### src/rtl/mult_fxp_pkg.sv
// Shared fixed-point helpers: rounding mode constants, format width helpers
// and saturation limits used by the multiplier and future adders/MACs.
package mult_fxp_pkg;

  localparam int RND_TRUNC   = 0;
  localparam int RND_NEAREST = 1;

  function automatic int int_len(input int wi1, input int wi2);
    return wi1 + wi2;
  endfunction

  function automatic int frc_len(input int wf1, input int wf2);
    return wf1 + wf2;
  endfunction

  // Largest code of a width-bit field: all ones, or 0 followed by ones if signed.
  function automatic logic [63:0] fxp_max(input int width, input logic sgnd);
    logic [63:0] one;
    one = 64'd1;
    return sgnd ? (one << (width - 1)) - one : (one << width) - one;
  endfunction

  function automatic logic [63:0] fxp_min(input int width, input logic sgnd);
    logic [63:0] one;
    one = 64'd1;
    return sgnd ? (one << (width - 1)) : 64'd0;
  endfunction

endpackage

### src/rtl/fxp_resize.sv
// Combinational resize of a WI.WF value into WIO.WFO with optional round-half-up
// and overflow flag; define MULT_FXP_SAT_EN to saturate instead of wrap.
module fxp_resize
  import mult_fxp_pkg::*;
#(
  parameter int WI  = 4,
  parameter int WF  = 12,
  parameter int WIO = 3,
  parameter int WFO = 4,
  parameter int RND = RND_TRUNC
) (
  input  logic                 sgn,
  input  logic [WI+WF-1:0]     din,
  output logic [WIO+WFO-1:0]   dout,
  output logic                 ovf
);

  localparam int   W      = WI + WF;
  localparam int   OW     = WIO + WFO;
  localparam int   VW     = WI + 1 + WFO;
  localparam int   WE     = ((WIO > WI + 1) ? WIO : WI + 1) + WFO;
  localparam logic RND_ON = (RND == RND_NEAREST);

  logic [W:0]    dx;
  logic [VW-1:0] v;
  logic [WE-1:0] ext;
  logic [OW-1:0] wrapped;
  logic          ovf_raw;

  // One extra MSB so a rounding carry lands in the integer part, not off the top.
  assign dx = {sgn & din[W-1], din};

  generate
    if (WFO >= WF) begin : g_pad
      assign v = VW'(dx) << (WFO - WF);
    end else begin : g_drop
      localparam int D = WF - WFO;
      logic [W:0] sum;
      assign sum = dx + ((W + 1)'(RND_ON) << (D - 1));
      assign v   = VW'(sum >> D);
    end
  endgenerate

  always_comb begin
    if (sgn) ext = WE'($signed(v));
    else     ext = WE'(v);
  end

  generate
    if (WIO >= WI + 1) begin : g_fit
      assign wrapped = ext;
      assign ovf_raw = 1'b0;
    end else begin : g_cut
      localparam int ND = WE - OW;
      logic [ND-1:0] drop;
      assign drop    = ext[WE-1:OW];
      assign ovf_raw = sgn ? (drop != {ND{ext[OW-1]}}) : (|drop);
      assign wrapped = sgn ? {ext[WE-1], ext[OW-2:0]} : ext[OW-1:0];
    end
  endgenerate

`ifdef MULT_FXP_SAT_EN
  localparam logic [63:0] MAX_U = fxp_max(OW, 1'b0);
  localparam logic [63:0] MAX_S = fxp_max(OW, 1'b1);
  localparam logic [63:0] MIN_S = fxp_min(OW, 1'b1);

  always_comb begin
    dout = wrapped;
    if (ovf_raw) begin
      if (!sgn)           dout = MAX_U[OW-1:0];
      else if (ext[WE-1]) dout = MIN_S[OW-1:0];
      else                dout = MAX_S[OW-1:0];
    end
  end
`else
  assign dout = wrapped;
`endif

  assign ovf = ovf_raw;

endmodule

### src/rtl/mult_fixed_pipe_vld.sv
// Pipelined fixed-point multiplier with valid/ready flow control, per-operand
// signed mode and output resize; MULT_FXP_SAT_EN selects saturating overflow.
module mult_fixed_pipe_vld
  import mult_fxp_pkg::*;
#(
  parameter int WI1 = 2,
  parameter int WF1 = 6,
  parameter int WI2 = 2,
  parameter int WF2 = 6,
  parameter int WIO = 3,
  parameter int WFO = 4,
  parameter int PIP = 4,
  parameter int RND = RND_TRUNC
) (
  input  logic                 CLK,
  input  logic                 RST,
  input  logic                 in_vld,
  output logic                 in_rdy,
  input  logic                 sgn,
  input  logic [WI1+WF1-1:0]   in1,
  input  logic [WI2+WF2-1:0]   in2,
  output logic                 out_vld,
  input  logic                 out_rdy,
  output logic [WIO+WFO-1:0]   out,
  output logic                 ovf
);

  localparam int IL = int_len(WI1, WI2);
  localparam int FL = frc_len(WF1, WF2);
  localparam int PW = IL + FL;
  localparam int OW = WIO + WFO;

  logic               en;
  logic [PIP-1:1]     vld;
  logic [WI1+WF1-1:0] a1;
  logic [WI2+WF2-1:0] b1;
  logic               s1;
  logic [PW-1:0]      ax;
  logic [PW-1:0]      bx;
  logic [PW-1:0]      pr [2:PIP-1];
  logic               sg [2:PIP-1];
  logic [OW-1:0]      res_out;
  logic               res_ovf;

  // A held result freezes the whole pipe; bubbles stay where they are.
  assign en     = ~(out_vld & ~out_rdy);
  assign in_rdy = en;

  always_ff @(posedge CLK or posedge RST) begin
    if (RST) begin
      vld <= '0;
      a1  <= '0;
      b1  <= '0;
      s1  <= 1'b0;
    end else if (en) begin
      vld <= {vld[PIP-2:1], in_vld};
      a1  <= in1;
      b1  <= in2;
      s1  <= sgn;
    end
  end

  // Extending both operands to the product width makes one modular multiply serve both modes.
  always_comb begin
    if (s1) begin
      ax = PW'($signed(a1));
      bx = PW'($signed(b1));
    end else begin
      ax = PW'(a1);
      bx = PW'(b1);
    end
  end

  always_ff @(posedge CLK or posedge RST) begin
    if (RST) begin
      for (int k = 2; k < PIP; k++) begin
        pr[k] <= '0;
        sg[k] <= 1'b0;
      end
    end else if (en) begin
      pr[2] <= ax * bx;
      sg[2] <= s1;
      for (int k = 3; k < PIP; k++) begin
        pr[k] <= pr[k-1];
        sg[k] <= sg[k-1];
      end
    end
  end

  fxp_resize #(
    .WI  (IL),
    .WF  (FL),
    .WIO (WIO),
    .WFO (WFO),
    .RND (RND)
  ) u_resize (
    .sgn  (sg[PIP-1]),
    .din  (pr[PIP-1]),
    .dout (res_out),
    .ovf  (res_ovf)
  );

  always_ff @(posedge CLK or posedge RST) begin
    if (RST) begin
      out_vld <= 1'b0;
      out     <= '0;
      ovf     <= 1'b0;
    end else if (en) begin
      out_vld <= vld[PIP-1];
      out     <= res_out;
      ovf     <= res_ovf;
    end
  end

endmodule

### config.mk
export PLATFORM = sky130hd
export DESIGN_NAME = mult_fixed_pipe_vld
export DESIGN_NICKNAME = d
export VERILOG_FILES = /design/src/rtl/mult_fxp_pkg.sv /design/src/rtl/fxp_resize.sv /design/src/rtl/mult_fixed_pipe_vld.sv
export SDC_FILE = /design/constraint.sdc
export NUM_CORES = 1
export LEC_CHECK = 0
export BUFFER_PORTS_ARGS = -buffer_cell sky130_fd_sc_hd__buf_2
export CAP_MARGIN = 15
export CORE_UTILIZATION = 57
export DETAILED_ROUTE_END_ITERATION = 8
export PLACE_DENSITY = 0.85
export SYNTH_ARGS = -nofsm -noshare
export SYNTH_HDL_FRONTEND = slang
export SYNTH_SLANG_ARGS = --single-unit
export TNS_END_PERCENT = 5
### constraint.sdc
create_clock -name CLK -period 5.24 [get_ports CLK]
set_input_delay 1.31 -clock CLK [delete_from_list [all_inputs] [get_ports CLK]]
set_output_delay 1.31 -clock CLK [all_outputs]
set_load 0.01 [all_outputs]
Yosys cells after proc, flatten, opt, wreduce, memory -nomap -nowiden --
Cells that the tools add are included.
Storage, ports and cells: bits in registers 63, bits of input ports 21, output and inout port bits 10, word-level logic and storage cells 22
Cells by class: multiply operators 1, eq/ne operators 1, multiplexer cells 4, bitwise logic cells 4, reduce and logical (&&, ||, !) cells 1
Operator list (count):
- $mux W16 | 2
- $mul A16 B16 Y16 | 1
- $mux W7 | 1
- $and A1 B1 Y1 | 2
- $ne A2 B2 Y1 | 1
- $not A1 Y1 | 2
- $reduce_or A2 Y1 | 1
- $mux W1 | 1

Depth between registers and ports, before layout --
Gate-level depths: netlist of the first run.
depth in word-level cells 3, mapped depth 23

Hierarchy --
Synthesis of the first run repeated with hierarchy kept, for this count alone.
Unflattened totals: cells, all modules 698, area total of the unflattened synthesis 6153.4 um^2
Modules (own cells, without submodules):
- mult_fixed_pipe_vld | instances 1, cells an instance 689, area each 6080.8 um^2, seq. area each 1576.5 um^2
- fxp_resize | instances 1, cells an instance 9, area each 72.6 um^2, seq. area each 0.0 um^2

Worst setup path after synthesis of the first run --
No wires, ideal clock.
path type reg-to-reg, start register a1[7], end register pr[30] (netlist bit), arrival 5083 ps, required time 5110 ps, path slack 27 ps, stages on the path, launching flop included 22, clock period less this slack 5213 ps, path through dfrtp_1 > clkbuf_1 > and2_1 > fa_1 > inv_1 > fa_1 > inv_1 > fa_1 > inv_1 > fa_1 > inv_1 > fa_1 > inv_1 > fa_1 > inv_1 > ha_1 > a21o_1 > a21oi_1 > nor2b_1 > a311oi_1 > xor2_1 > o21ai_1
On the way: cells in the longest elaborated chain, start to end 2
RTL lines:
- start, declared | RTL line mult_fixed_pipe_vld.sv:35 | logic [WI1+WF1-1:0] a1;
- start signal, assigned | RTL line mult_fixed_pipe_vld.sv:57 | a1 <= in1;
- $mux W16 | RTL line mult_fixed_pipe_vld.sv:65 | if (s1) begin
- $mul A16 B16 Y16 | RTL line mult_fixed_pipe_vld.sv:81 | pr[2] <= ax * bx;
- end signal, assigned by index | RTL line mult_fixed_pipe_vld.sv:84 | pr[k] <= pr[k-1];
- end, declared | RTL line mult_fixed_pipe_vld.sv:40 | logic [PW-1:0] pr [2:PIP-1];
No other way between the ends. A chain may end at the register's enable or synchronous reset.

Worst setup path after layout of the first run --
start register a1[5], end register pr[28] (netlist bit)
The elaborated chain is that of the path after synthesis.

==> out/qor.csv, run 1 <==
stage,metric,value,unit
global_routing,grt_max_degree,52,
setup_path,worstRegToRegCells,17,
cts,ctsHoldBuffers,0,
cts,clkLatencyLatePin,0.31,ns
floorplanning,die_y,98.26,um
routing,route.met2.wl,6676,um
layout,drive_gt1_share,15.97,%
floorplanning,die_area,9654,um^2
sta,fin_skew,0.01244,ns
sta,setup_viol_count_final,1,
sta,setup_tns,-0.01569,ns
sta,hold_viol,0,
synthesis,yosys_warnings,0,
cts,cts_sinks,47,
floorplanning,num_rows,34,
setup_path,cp-end-kind,register,
cts,cts_buffer_depth,2,
setup_path,critPathKind,reg2reg,
cts,cts_tree,yes,
global_routing,grt_pass1_wl,20830,um
floorplanning,coreArea,8848,um^2
routing,wl_met1,4778,um
synthesis,synth_seq_cells,47,
synthesis,synth_cells,597,
layout,diodes,0,
global_routing,antenna_found_initial,0,
routing,top_layer,met4,
routing,ant_nets,0,
global_routing,grt_pass1_vias,4546,
setup_path,critPathLaunchType,register,
sta,rsz0062_at_grt,true,
synthesis,ys.flop_type,dfrtp_1,
synthesis,avgSynthCellArea,8.846,um^2
global_routing,overflow,0,
layout,mostFrequentLayoutCell,nand2_1,
setup_path,timing.rr.start,a1[5],
layout,fin_nets,784,
synthesis,synth_enable_flop_cells,0,
cts,cts_root_buf,clkbuf_8,
synthesis,yosysSeqAreaShare,22.27,%
setup_path,critical_path.startpoint,a1[5],
setup_path,cp.required,5.40,ns
placement,place_area,5717,um^2
run_status,status,finished with violations,
routing,dr.pass1.iters,7,
floorplanning,die_x,98.26,um
synthesis,async_flop_share,100.0,%
routing,drc,0,
placement,hpwl,9779,um
sta,slew_viol_final,0,
job,cap_violations,0,
routing,drt-total-wl,12680,um
floorplanning,initial_core_util,59.69,%
sta,worst_slew_pin_slew,0.9444,ns
layout,area_growth,13.46,%
min_path,hold_path_depth,2,
synthesis,ys_types,34,
sta,relSlewSlack,36.95,%
floorplanning,io_pins,31,
routing,drt_first_iter_violations,358,
sta,finalCritPeriodShare,100.3,%
sta,layout_setup_ws,-0.01569,ns
routing,met3_wirelength,745,um
routing,vias,4159,
cts,h-tree-depth,2,
routing,viasPerCell,5.523,
min_path,hp-class,reg2reg,
synthesis,synth_area,5281,um^2
setup_path,crit_fanout,5,
sta,post-route-min-period,5.256,ns
layout,layout_common_cells,"nand2_1 (134), inv_1 (106), fa_1 (68), and2_1 (51), ha_1 (46)",
sta,max_clock_freq,190.3,MHz
setup_path,crit_arrival,5.41,ns
min_path,min-delay-start,out[3],
layout,final_area,5992,um^2
synthesis,syn_nets,737,
run_status,violations,setup timing,
placement,gp_congestion,0.8865,
cts,cts_buffers,5,
cts,clk_pin_slew_worst_paths,0.09,ns
global_routing,grt_use_total,27.83,%
routing,wl_per_cell,16.84,um
placement,portBuffers,30,
-- per-layer routing --
| layer | vias to the layer above | GRT usage [%] |
|---|---|---|
| li1 | 1873 | - |
| met1 | 2059 | 31.14 |
| met2 | 183 | 51.79 |
| met3 | 44 | 4.080 |
| met4 | 0 | 13.43 |
| met5 | - | 0 |
-- path summary, 6_finish.rpt --
check                      endpoint  slack, ns
max                          pr[28]      -0.02
min                          out[3]       0.47
max reg2reg                  pr[28]      -0.02
min reg2reg                  out[3]       0.47
max in group asynchronous     a1[3]       3.37
min in group asynchronous     b1[7]       1.22
-- what timing repair did --
item / in CTS / in global routing
gates cloned: 0 / 0
pin swaps: 13 / 11
resized for setup: 10 / 19
endpoints found under the setup margin: 3 / 5
buffers inserted: 3 / 0
-- through the flow --
stage,worst slack (ns),cells,hold slack (ns),utilization (%)
floorplan,0.02662,597,0.4300,-
global placement,-0.01026,742,0.4430,64.61
detailed placement,-0.1386,742,0.4540,64.61
CTS,0.00005862,753,0.4737,67.05
global route,-0.1740,753,0.4991,67.72
finish,-0.01569,753,0.4692,67.72
-- state kept, by name, summed over array words and instances (netlist names) --
| register | flops |
|---|---|
| a1 | 8 |
| b1 | 8 |
| out | 7 |
| out_vld | 1 |
| ovf | 1 |
| pr | 16 |
| s1 | 1 |
| sg | 2 |
| vld | 3 |
-- critical path, stage by stage, from the launching register on --
cell	delay (ns)
dfrtp_2	0.46
buf_6	0.15
and2_1	0.16
fa_1	0.48
fa_1	0.55
ha_1	0.15
inv_2	0.04
fa_1	0.47
fa_1	0.51
fa_1	0.51
inv_1	0.04
ha_1	0.29
a21o_1	0.17
a41o_1	0.25
and2_1	0.25
a31oi_1	0.31
xor2_1	0.19
o21ai_0	0.12
-- synth_stat cells (all sizes together), types with 2 or more instances --
cell	count	area share (%)
nand2b	3	0.36
nor2b	4	0.47
dfrtp	47	22
xnor2	25	4.1
nand3	2	0.19
a31oi	4	0.59
o21ai	9	0.85
nor2	12	0.85
clkbuf	22	1.6
inv	114	8.1
and2	54	6.4
a21o	9	1.3
xor2	8	1.3
ha	51	12
a311oi	2	0.45
and3	7	0.83
buf	3	0.52
nand2	134	9.5
a21oi	10	0.95
nand4	2	0.24
fa	68	26
-- cell type report --
class	count	area, um^2
Multi-Input combinational cell	410	3661
Fill cell	610	2856
Sequential cell	47	1184
Timing Repair Buffer	65	444.2
Inverter	115	431.7
Tap cell	108	135.1
Clock buffer	5	68.82
Clock inverter	3	67.56
-- kinds of logic after synthesis --
| group | after synthesis | share of synthesized area, % |
|---|---|---|
| AOI/OAI and AO/OA | 39 | 5.070 |
| xor gates and xnor gates | 33 | 5.473 |
| adders and majority gates | 119 | 37.86 |
| buffers and inverters | 140 | 10.26 |
| DFF | 47 | 22.27 |
| muxes | 1 | 0.1895 |
| and+or+nand+nor | 218 | 18.88 |
Power of run 1 is left out: the tool's default activity adds up to more than one toggle a clock period on the data nets, which glitch-free logic cannot reach.
==> run 2: changes to the inputs <==
Settings changed: CORE_UTILIZATION 57 to 58, PLACE_DENSITY 0.85 to 0.86, SYNTH_HIERARCHICAL set to 1.
==> run 2 against run 1 <==
Effect of this change:
- the run still ends with setup timing left
- die area increased by 3.1%
- count of clock-buffer cells in the layout did not move
- non-clock buffer count increased by 22
- final cell count up 9.3%
- final area grew 8.8%
- global-route usage up 1.4 points
- critical path depth is 3 higher
- hold slack improved by 0.0057 ns
- routed wire length increased by 7.3%
- synthesized cell count grew 6.0%
- synthesized area grew 5.0%
==> out/qor.csv, run 2 <==
stage,metric,value,unit,change
run_status,status,finished with violations,,
run_status,violations,setup timing,,
routing,wl_per_cell,16.53,um,-1.9%
layout,top_regs,"pr: 16 flops, a1: 8 flops, b1: 8 flops",,
cts,cts_tree,yes,,
layout,diodes,0,,unchanged
routing,route.met2.wl,7046,um,+5.5%
routing,wl_met1,5273,um,+10%
floorplanning,num_rows,35,,+2.9%
cts,clkLatencyLatePin,0.29,ns,-0.02 ns
sta,setup_viol_count_final,3,,+2
cts,h-tree-depth,2,,unchanged
layout,finish.utilization,70.56,%,+2.8 points
setup_path,cp.required,5.42,ns,+0.02 ns
layout,multi_input_area,4008,um^2,+9.5%
layout,area_growth,17.58,%,
routing,viasPerCell,5.372,,-2.7%
global_routing,grt_pass1_wl,22380,um,+7.5%
routing,top_layer,met4,,
sta,worst_slew_pin_slew,0.9332,ns,-0.01120 ns
sta,finalCritPeriodShare,102.2,%,+1.9 points
synthesis,syn_nets,777,,+5.4%
placement,gp_congestion,0.9729,,+9.7%
global_routing,grt_use_total,29.19,%,+1.4 points
global_routing,antenna_found_initial,0,,unchanged
placement,portBuffers,30,,unchanged
setup_path,crit_fanout,6,,+1
sta,relSlewSlack,37.70,%,+0.75 points
layout,layout_common_cells,"nand2_1 (139), inv_1 (103), fa_1 (65), and2_1 (51), buf_4 (51)",,
setup_path,crit_arrival,5.53,ns,+0.12 ns
floorplanning,coreArea,9240,um^2,+4.4%
min_path,min-delay-start,vld[3],,
routing,drt-total-wl,13600,um,+7.3%
routing,drt_first_iter_violations,211,,-41%
floorplanning,die_area,9956,um^2,+3.1%
cts,cts_root_buf,clkbuf_8,,
routing,drc,0,,unchanged
routing,met3_wirelength,742,um,-0.40%
layout,filler_cell_count,615,,+0.82%
global_routing,grt_max_degree,50,,-3.8%
cts,clk_pin_slew_worst_paths,0.09,ns,about the same
synthesis,synth_area,5545,um^2,+5.0%
floorplanning,io_pins,31,,unchanged
routing,dr.pass1.iters,5,,-2
synthesis,synth_cells,633,,+6.0%
job,cap_violations,0,,unchanged
setup_path,critPathLaunchType,register,,
layout,drive_gt1_share,23.20,%,+7.2 points
setup_path,cp-end-kind,register,,
placement,hpwl,10330,um,+5.7%
sta,rsz0062_at_grt,true,,
routing,vias,4421,,+6.3%
sta,max_clock_freq,186.8,MHz,-1.8%
sta,fin_skew,0.004604,ns,-0.007836 ns
cts,cts_buffer_depth,2,,unchanged
sta,post-route-min-period,5.355,ns,+0.09885 ns
cts,cts_sinks,47,,unchanged
setup_path,critical_path.startpoint,b1[5],,
floorplanning,die_y,99.78,um,+1.6%
global_routing,grt_pass1_vias,4611,,+1.4%
layout,largest_reg_flops,16,,unchanged
global_routing,overflow,0,,unchanged
layout,top_register,pr,,
routing,ant_nets,0,,unchanged
cts,cts_buffers,5,,unchanged
sta,hold_viol,0,,unchanged
setup_path,critPathKind,reg2reg,,
layout,mostFrequentLayoutCell,nand2_1,,
min_path,hp-class,reg2reg,,
floorplanning,initial_core_util,60.01,%,+0.33 points
sta,slew_viol_final,0,,unchanged
synthesis,avgSynthCellArea,8.760,um^2,-0.97%
setup_path,timing.rr.start,b1[5],,
sta,layout_setup_ws,-0.1145,ns,-0.09885 ns
layout,fin_nets,837,,+6.8%
layout,seq_area,1180,um^2,-0.32%
synthesis,yosys_warnings,6,,+6
floorplanning,die_x,99.78,um,+1.6%
run 2: area by class of cell:
| class | count | area share (%) |
|---|---|---|
| clock buffer | 5 | 1.055 |
| multi-input combinational | 433 | 61.47 |
| clock inverter | 3 | 0.6717 |
| inverter | 119 | 6.889 |
| sequential | 47 | 18.10 |
| tap | 129 | 2.476 |
| timing repair buffer | 87 | 9.346 |
run 2: path summary, 6_finish.rpt:
kind,endpoint,slack [ns],cells after the start
setup / recovery,pr[31],-0.11,20
hold / removal,vld[3],0.47,2
setup reg to reg,pr[31],-0.11,20
hold reg to reg,vld[3],0.47,2
max in group asynchronous,s1,3.39,2
min in group asynchronous,out[3],1.22,2
run 2: what timing repair did:
| item | CTS | global route |
|---|---|---|
| gates resized for setup | 36 | 25 |
| hold buffers | 0 | 0 |
| pin swaps | 22 | 16 |
| endpoints found under the setup margin | 2 | 5 |
| buffers inserted | 6 | 4 |
run 2: stage by stage:
stage / cell area, um^2 / worst slack [ns] / cells / hold WS [ns] / setup TNS [ns]
2_1_floorplan: 5583 / 0.006736 / 633 / 0.4300 / 0
3_3_place_gp: 6100 / -0.07770 / 805 / 0.4460 / -0.08985
3_5_place_dp: 6100 / -0.1957 / 805 / 0.4588 / -0.3068
4_1_cts: 6406 / -0.06975 / 819 / 0.4817 / -0.1360
5_1_grt: 6520 / -0.2338 / 823 / 0.5016 / -0.7419
6_report: 6520 / -0.1145 / 823 / 0.4749 / -0.1532
run 2: worst max-delay path: stages (launching register included):
cell      delay [ns]
dfrtp_1         0.44
buf_4           0.16
buf_4           0.15
and2_4          0.14
fa_1            0.49
inv_2           0.04
fa_1            0.52
inv_2           0.05
fa_1            0.52
ha_4            0.21
fa_1            0.55
inv_2           0.05
fa_1            0.56
inv_2           0.06
ha_4            0.30
nand3_4         0.10
o221ai_4        0.17
a211oi_2        0.06
o21bai_1        0.15
xnor3_1         0.23
mux2_4          0.27
run 2: per-layer routing:
metal	global-route usage [%]	vias to the layer above
met1	37.31	2207
met4	13.69	0
met3	3.552	38
li1	-	2012
met5	0	-
met2	49.81	164
Power of run 2 is left out for the same reason.
==> run 3: changes to the inputs <==
Settings changed: CORE_UTILIZATION 58 to 64, CTS_CLUSTER_SIZE set to 20, PLACE_DENSITY 0.86 to 0.9.
Clock period 5.24 ns to 5.8 ns, I/O delays scaled along.
==> run 3 against run 2 <==
Effect of this change:
- the run now ends clean
- hold slack got worse by 0.0012 ns
- count of clock-buffer cells in the layout up 1
- global-route usage rose by 1.1 points
- first-iteration DRC count decreased by 10%
- sequential cell count unchanged
- register-to-register slack better by 0.30 ns
- critical path type unchanged
==> out/qor.csv, run 3 (synthesis results as in run 2) <==
stage,metric,value,unit,change
cts,h-tree-depth,2,,unchanged
placement,place_area,5773,um^2,-5.4%
placement,portBuffers,30,,unchanged
floorplanning,initial_core_util,66.82,%,+6.8 points
sta,hold_viol,0,,unchanged
layout,largest_reg_flops,16,,unchanged
setup_path,critical_path.startpoint,s1,,
routing,top_layer,met4,,
setup_path,crit_fanout,7,,+1
setup_path,cp-end-kind,register,,
layout,final_area,5926,um^2,-9.1%
routing,viasPerCell,5.580,,+3.9%
global_routing,overflow,0,,unchanged
global_routing,grt_use_total,30.30,%,+1.1 points
cts,cts_tree,yes,,
sta,layout_setup_ws,0.1823,ns,+0.2968 ns
placement,hpwl,10020,um,-3.0%
layout,drive_gt1_share,11.50,%,-12 points
cts,cts_buffer_depth,2,,unchanged
sta,post-route-min-period,5.618,ns,+0.2632 ns
min_path,hold_path_depth,2,,unchanged
placement,gp_congestion,0.9373,,-3.7%
layout,top_register,pr,,
floorplanning,io_pins,31,,unchanged
setup_path,timing.rr.start,s1,,
sta,slew_viol_final,0,,unchanged
routing,vias,4224,,-4.5%
routing,route.met2.wl,6700,um,-4.9%
setup_path,r2r_setup_slack,0.18,ns,+0.30 ns
routing,drt_first_iter_violations,190,,-10%
cts,ctsHoldBuffers,0,,unchanged
setup_path,critPathLaunchType,register,,
job,cap_violations,0,,unchanged
sta,max_clock_freq,178.0,MHz,-4.7%
sta,relSlewSlack,36.69,%,-1.0 points
min_path,hp-class,reg2reg,,
routing,wl_per_cell,16.82,um,+1.7%
setup_path,cp.required,5.99,ns,+0.57 ns
run_status,status,completed,,
sta,hold_ws,0.4738,ns,-0.001157 ns
routing,dr.pass1.iters,4,,-1
setup_path,critPathKind,reg2reg,,
layout,top_regs,"pr: 16 flops, a1: 8 flops, b1: 8 flops",,
routing,wl_met1,4865,um,-7.7%
setup_path,critPathCapture,pr[31],,
floorplanning,die_y,95.09,um,-4.7%
cts,cts_sinks,47,,unchanged
cts,clk_pin_slew_worst_paths,0.09,ns,about the same
setup_path,crit_arrival,5.81,ns,+0.28 ns
global_routing,grt_max_degree,50,,unchanged
floorplanning,coreArea,8299,um^2,-10%
placement,detailedPlace.worstSlack,0.01908,ns,+0.2148 ns
sta,setup_viol_count_final,0,,-3
sta,fin_skew,0.005539,ns,+0.0009347 ns
cts,cts_buffers,5,,unchanged
floorplanning,die_area,9041,um^2,-9.2%
routing,drt-total-wl,12730,um,-6.4%
global_routing,grt_pass1_wl,20600,um,-8.0%
routing,ant_nets,0,,unchanged
layout,layout_common_cells,"nand2_1 (140), inv_1 (115), fa_1 (69), and2_1 (56), ha_1 (53)",,
layout,area_growth,6.859,%,
layout,diodes,0,,unchanged
routing,met3_wirelength,685,um,-7.7%
setup_path,r2r_end,pr[31],,
cts,clkLatencyLatePin,0.30,ns,about the same
global_routing,grt_pass1_vias,4430,,-3.9%
sta,setup_tns,0,ns,+0.1532 ns
sta,finalCritPeriodShare,96.86,%,-5.3 points
global_routing,antenna_found_initial,0,,unchanged
routing,drc,0,,unchanged
layout,fin_nets,796,,-4.9%
floorplanning,num_rows,33,,-5.7%
cts,cts_root_buf,clkbuf_8,,
sta,worst_slew_pin_slew,0.9483,ns,+0.01513 ns
floorplanning,die_x,95.09,um,-4.7%
setup_path,worstRegToRegCells,19,,-5.0%
layout,filler_cell_count,607,,-1.3%
layout,mostFrequentLayoutCell,nand2_1,,
[run 3: through the flow]
stage / cells / util (%)
floorplan: 633 / -
global placement: 746 / 69.56
detailed placement: 746 / 69.56
CTS: 753 / 70.66
global route: 757 / 71.40
finish: 757 / 71.40
[run 3: layer usage]
| metal | track usage (%) | vias to the layer above |
|---|---|---|
| met5 | 0 | - |
| met4 | 10.35 | 0 |
| met3 | 4.864 | 48 |
| met2 | 54.64 | 159 |
| met1 | 36.61 | 2091 |
| li1 | - | 1926 |
[run 3: layout make-up]
type	count	area, um^2	share of cell area [%]
Inverter	119	449.2	7.580
Clock buffer	6	82.58	1.394
Sequential cell	47	1180	19.91
Timing Repair Buffer	46	267.8	4.519
Tap cell	105	131.4	2.217
Multi-Input combinational cell	433	3806	64.23
Clock inverter	1	8.758	0.1478
[run 3: worst min path at each step]
stage	from	end	slack [ns]
global placement	out[1]	out[1]	0.45
floorplan	vld[3]	vld[3]	0.43
detailed placement	pr[10]	pr[10]	0.46
global route	pr[11]	pr[11]	0.51
finish	vld[1]	vld[1]	0.47
CTS	vld[1]	vld[1]	0.48
[run 3: worst max-delay path, stage by stage (launching register included)]
cell and delay [ns]:
dfrtp_2 0.47, and2_4 0.21, nand2_1 0.12, inv_1 0.10
fa_1 0.48, inv_1 0.05, fa_1 0.52, inv_1 0.05
fa_1 0.52, fa_1 0.45, fa_1 0.55, inv_1 0.06
fa_1 0.55, inv_1 0.07, ha_1 0.35, nor2b_2 0.19
o21ai_1 0.10, o21bai_1 0.17, xnor3_1 0.23, mux2_4 0.26
[run 3: repair_timing]
action                     in CTS  in global routing
setup endpoints to repair       0                  3
setup buffers                   0                  4
gates resized for setup         0                 12
Power of run 3 is left out for the same reason.
